`src/rtl/rx_byte_buffer_pkg.sv`:
```
// Shared constants for the UART receive and transmit byte buffers.
package rx_byte_buffer_pkg;
    localparam int UART_WIDTH  = 8;
    localparam int RXBUF_DEPTH = 8;
    localparam int RXBUF_AW    = 3;
    localparam int RXBUF_CW    = RXBUF_AW + 1;
endpackage

```
`src/rtl/rx_byte_buffer_fifo.sv`:
```
// Generic first-word-fall-through FIFO: head entry is visible on rdata_o while not empty.
module sync_fwft_fifo
    import rx_byte_buffer_pkg::*;
#(
    parameter int WIDTH = UART_WIDTH,
    parameter int DEPTH = RXBUF_DEPTH,
    parameter int AW    = $clog2(DEPTH)
) (
    input  logic             clk_i,
    input  logic             rst_ni,
    input  logic             push_i,
    input  logic             pop_i,
    input  logic [WIDTH-1:0] wdata_i,
    output logic [WIDTH-1:0] rdata_o,
    output logic             full_o,
    output logic             empty_o,
    output logic [AW:0]      count_o
);
    localparam int CW = AW + 1;

    logic [WIDTH-1:0] mem_q [DEPTH];
    logic [AW-1:0]    wptr_q, wptr_d;
    logic [AW-1:0]    rptr_q, rptr_d;
    logic [AW:0]      count_q, count_d;
    logic             do_push, do_pop;

    assign empty_o = (count_q == '0);
    assign full_o  = (count_q == CW'(DEPTH));
    // A pop on a full FIFO frees the slot the simultaneous push writes into.
    assign do_pop  = pop_i & ~empty_o;
    assign do_push = push_i & (~full_o | do_pop);

    always_comb begin
        wptr_d  = wptr_q;
        rptr_d  = rptr_q;
        count_d = count_q;
        if (do_push) wptr_d = wptr_q + AW'(1);
        if (do_pop)  rptr_d = rptr_q + AW'(1);
        case ({do_push, do_pop})
            2'b10:   count_d = count_q + CW'(1);
            2'b01:   count_d = count_q - CW'(1);
            default: count_d = count_q;
        endcase
    end

    always_ff @(posedge clk_i or negedge rst_ni) begin
        if (!rst_ni) begin
            wptr_q  <= '0;
            rptr_q  <= '0;
            count_q <= '0;
        end else begin
            wptr_q  <= wptr_d;
            rptr_q  <= rptr_d;
            count_q <= count_d;
        end
    end

    always_ff @(posedge clk_i) begin
        if (do_push) mem_q[wptr_q] <= wdata_i;
    end

    assign rdata_o = mem_q[rptr_q];
    assign count_o = count_q;
endmodule

```
`src/rtl/rx_byte_buffer.sv`:
```
// UART receive byte queue: captures one byte per rx_rda rising edge into an FWFT FIFO
// and tracks a sticky overrun flag for bytes dropped while full.
module rx_byte_buffer
    import rx_byte_buffer_pkg::*;
#(
    parameter int WIDTH = UART_WIDTH,
    parameter int DEPTH = RXBUF_DEPTH,
    parameter int AW    = RXBUF_AW
) (
    input  logic             clk,
    input  logic             rst,
    input  logic [WIDTH-1:0] rx_data,
    input  logic             rx_rda,
    input  logic             rd_en,
    input  logic             clr_ovr,
    output logic [WIDTH-1:0] rd_data,
    output logic             rd_valid,
    output logic [AW:0]      count,
    output logic             full,
    output logic             overrun
);
    // Read handshake: a byte is consumed on an edge only when rd_en && rd_valid;
    // rd_en while rd_valid is low has no effect.
    logic             rda_q;
    logic             overrun_q, overrun_d;
    logic             push, pop, drop, empty;
    logic [WIDTH-1:0] head;

    assign push = rx_rda & ~rda_q;
    assign pop  = rd_en & rd_valid;
    assign drop = push & full & ~pop;

    always_comb begin
        overrun_d = overrun_q;
        if (drop)         overrun_d = 1'b1;
        else if (clr_ovr) overrun_d = 1'b0;
    end

    // rda_q resets high so a level already asserted at reset release is not a new byte.
    always_ff @(posedge clk or negedge rst) begin
        if (!rst) begin
            rda_q     <= 1'b1;
            overrun_q <= 1'b0;
        end else begin
            rda_q     <= rx_rda;
            overrun_q <= overrun_d;
        end
    end

    sync_fwft_fifo #(
        .WIDTH (WIDTH),
        .DEPTH (DEPTH),
        .AW    (AW)
    ) u_fifo (
        .clk_i   (clk),
        .rst_ni  (rst),
        .push_i  (push),
        .pop_i   (pop),
        .wdata_i (rx_data),
        .rdata_o (head),
        .full_o  (full),
        .empty_o (empty),
        .count_o (count)
    );

    assign rd_valid = ~empty;
    assign rd_data  = rd_valid ? head : '0;
    assign overrun  = overrun_q;
endmodule

```
`config.mk`:
```
export PLATFORM = sky130hd
export DESIGN_NAME = rx_byte_buffer
export DESIGN_NICKNAME = d
export VERILOG_FILES = /design/src/rtl/rx_byte_buffer_pkg.sv /design/src/rtl/rx_byte_buffer_fifo.sv /design/src/rtl/rx_byte_buffer.sv
export SDC_FILE = /design/constraint.sdc
export NUM_CORES = 1
export LEC_CHECK = 0
export CORE_ASPECT_RATIO = 0.9
export CORE_MARGIN = 2
export CORE_UTILIZATION = 45
export DETAILED_ROUTE_END_ITERATION = 10
export PLACE_DENSITY = 0.7
export SYNTH_ARGS = -nofsm -noshare
export SYNTH_HDL_FRONTEND = slang
export SYNTH_SLANG_ARGS = --single-unit
```
`constraint.sdc`:
```
create_clock -name clk -period 4.6 [get_ports clk]
set_input_delay 0.46 -clock clk [delete_from_list [all_inputs] [get_ports clk]]
set_output_delay 0.46 -clock clk [all_outputs]
set_load 0.02 [all_outputs]
```
==> results_dict.tcl <==
set metrics [dict create \
    power_leakage_uw 0.00127 \
    area_delta_synth_final_pct 17.9 \
    start_util_pct 45.8 \
    hold_class "in2async" \
    r2r_setup_slack_ns 1.66 \
    cpPeakStageDelay_ns 1.10 \
    ios 28 \
    dieHeight_um 83.6 \
    htree_levels 3 \
    place_congestion 0.729 \
    r2r_end "u_fifo.count_o[3]$_DFFE_PN0P_" \
    worst_pin_slew_ns 1.13 \
    grt_max_degree 19 \
    power_uw 2340 \
    syn_area_um2 3170 \
    ant_nets 0 \
    cts-root-buf "clkbuf_8" \
    critPathSlowestCell "dfrtp_1" \
    syn_nets 184 \
    timing.max_cap.violations 0 \
    cp.arrival_ns 2.86 \
    rsz0062_at_grt "false" \
    path_cells "mux4_2 -> a22o_1 -> clkdlybuf4s50_1" \
    cts_tree "built" \
    antenna_found_initial 0 \
    rr_startpoint "u_fifo.count_o[0]$_DFFE_PN0P_" \
    peakVddDrop_uv 242 \
    ctsLongestPathBuffers 2 \
    n_fill_cell 536 \
    grt_pass1_wl_um 9350 \
    critPathKind "reg2out" \
    grtUsageTotal_pct 16.8 \
    finalSetupTns_ns 0 \
    holdBufCountCts 0 \
    grt-ovfl-total 0 \
    crit_family "flip-flops" \
    cp.required_ns 4.14 \
    grt_pass1_vias 1739 \
    critPathLaunchType "register" \
    port_buffers 27 \
    dp_cells 281 \
    ys_warn_count 0 \
    cts_setup_buffers 0 \
    routedWlPerCell_um 19.9 \
    post_synth.cell_area_avg_um2 19.1 \
    die-area_um2 7740 \
    viasPerCell 5.47 \
    die_width_um 92.5 \
    period_minus_slack_ns 3.32 \
    clk_pin_slew_worst_paths_ns 0.08 \
    yosysSeqAreaShare_pct 70.1 \
    rows 29 \
    vias 1625 \
    yosysUniqueCellTypes 40 \
    end_kind "output pin" \
    nNetsFinal 217 \
    postSynthCellCount 166 \
    insertion_delay_ns 0.34 \
    coreArea_um2 6930 \
    slew_viol_final 0 \
    dr.pass1.iters 4 \
    fin_cells 297 \
    drc 0 \
    hpwl_um 3720 \
    cts_resized 0 \
    place_ws_ns 1.61 \
    drt_iter0_drc 145 \
    power.density_nw_per_um2 626 \
    cts.sinks 76 \
    status "completed" \
    ys_seq_elements 76 \
    report.final.hold_viol_count 0 \
    drive_gt1_share_pct 22.5 \
    max_freq_mhz 301 \
    max-slew-margin-rel_pct 24.3 \
    crit_buf_inv 1 \
    post-route-period-util_pct 72.2 \
    finalSetupViolations 0 \
    worstRegToRegCells 6 \
    numCtsBuffers 9 \
    cp_max_fo 18 \
    diodes 0 \
    skew_ns 0.00611 \
    wirelength_um 5910 \
    final_core_util_pct 54.0 \
    worst_slack_ns 1.28 \
]
==> sequential cells by signal, indices dropped and copies added, names as in the netlist <==
name and cells:
u_fifo.rptr_q 3, overrun 1, rda_q 1, u_fifo.mem_q 64, u_fifo.count_o 4, u_fifo.wptr_q 3
==> per-layer routing <==
metal  GRT usage [%]  up-vias  routed length (µm)
li1                -      730                   -
met1            20.0      856                2480
met2            28.4       34                3180
met3            5.96        5                 220
met4            5.29        0                  37
met5               0        -                   0
==> stage by stage <==
step,hold WS (ns),area (µm²)
6_report,0.471,3740
2_1_floorplan,0.164,3170
3_3_place_gp,0.497,3520
3_5_place_dp,0.501,3520
4_1_cts,0.473,3740
5_1_grt,0.510,3740
==> cells in the mapped netlist <==
| library cell | n | area, µm² |
|---|---|---|
| o221ai_1 | 1 | 8.76 |
| o21ai_4 | 1 | 16.3 |
| o41ai_1 | 1 | 8.76 |
| a21oi_1 | 1 | 5.00 |
| nor2b_1 | 2 | 12.5 |
| ha_1 | 5 | 62.6 |
| nor3_1 | 4 | 20.0 |
| mux2_4 | 1 | 15.0 |
| dfrtp_1 | 11 | 275 |
| nor2_1 | 5 | 18.8 |
| xnor2_1 | 6 | 52.6 |
| clkbuf_1 | 2 | 7.51 |
| or4b_1 | 1 | 10.0 |
| or4b_4 | 1 | 13.8 |
| nand3b_1 | 1 | 7.51 |
| o21a_1 | 1 | 7.51 |
| or4_4 | 1 | 11.3 |
| buf_6 | 5 | 56.3 |
| nand3_1 | 1 | 5.00 |
| buf_1 | 1 | 3.75 |
| buf_2 | 2 | 10.0 |
| a21o_1 | 1 | 7.51 |
| and2_4 | 1 | 8.76 |
| or4_1 | 1 | 7.51 |
| mux2_1 | 2 | 22.5 |
| or3b_1 | 1 | 8.76 |
| nand2b_1 | 2 | 12.5 |
| nor4_1 | 1 | 6.26 |
| nand2_1 | 2 | 7.51 |
| o211ai_1 | 2 | 15.0 |
| a2111oi_0 | 1 | 8.76 |
| a22o_1 | 9 | 78.8 |
| xor2_1 | 1 | 8.76 |
| inv_1 | 3 | 11.3 |
| edfxtp_1 | 64 | 1920 |
| mux4_2 | 16 | 360 |
| mux2i_1 | 1 | 10.0 |
| inv_2 | 2 | 7.51 |
| nor2b_4 | 1 | 13.8 |
| dfstp_2 | 1 | 26.3 |
==> report_power, final <==
part	internal (µW)	leakage, µW	switching [µW]	total [µW]
combinational	440	0.000444	341	781
clock	308	0.000106	249	557
sequential	839	0.000720	163	1000
total	1590	0.00127	754	2340
==> final cells by class <==
| type | instances | area [µm²] | share of cell area (%) |
|---|---|---|---|
| sequential | 76 | 2220 | 59.5 |
| multi-input combinational | 75 | 852 | 22.8 |
| timing repair buffer | 32 | 308 | 8.23 |
| clock buffer | 9 | 124 | 3.31 |
| tap | 93 | 116 | 3.11 |
| clock inverter | 7 | 97.6 | 2.61 |
| inverter | 5 | 18.8 | 0.502 |
==> worst max-delay path by stage <==
stage / endpoint / startpoint / depth (start not counted)
finish: rd_data[0] / u_fifo.rptr_q[0]$_DFFE_PN0P_ / 3
floorplan: u_fifo.count_o[3]$_DFFE_PN0P_ / u_fifo.count_o[1]$_DFFE_PN0P_ / 8
global route: rd_data[0] / u_fifo.rptr_q[0]$_DFFE_PN0P_ / 3
detailed placement: rd_data[0] / u_fifo.rptr_q[0]$_DFFE_PN0P_ / 3
CTS: rd_data[0] / u_fifo.rptr_q[0]$_DFFE_PN0P_ / 3
global placement: rd_data[4] / u_fifo.rptr_q[0]$_DFFE_PN0P_ / 3
==> cell usage in the layout, fill, tap and decap left out, drive strengths merged, types with 2 or more instances in the layout <==
cell type and instances:
a22o 9, nand2 2, bufinv 2, edfxtp 64, mux4 16, clkinvlp 2, or4 2, nor3 4
or4b 2, nor2 5, nand2b 2, mux2 3, buf 5, clkdlybuf4s50 27, clkbuf 9, dfrtp 11
o211ai 2, inv 7, ha 5, nor2b 3, xnor2 6
==> cells by family (layout without fill, tap and decap cells) <==
family                   count (synthesis)  count (layout)  share of synthesized area (%)
AO/OA/AOI/OAI                           18              18                           4.93
buffers and inverters                   15              53                           3.04
AND/OR/NAND/NOR                         25              25                           5.17
adder cells (fa/ha/maj)                  5               5                           1.97
flip-flops                              76              76                           70.1
XOR/XNOR                                 7               7                           1.93
multiplexers                            20              20                           12.9
(Power assumes the default switching activity.)
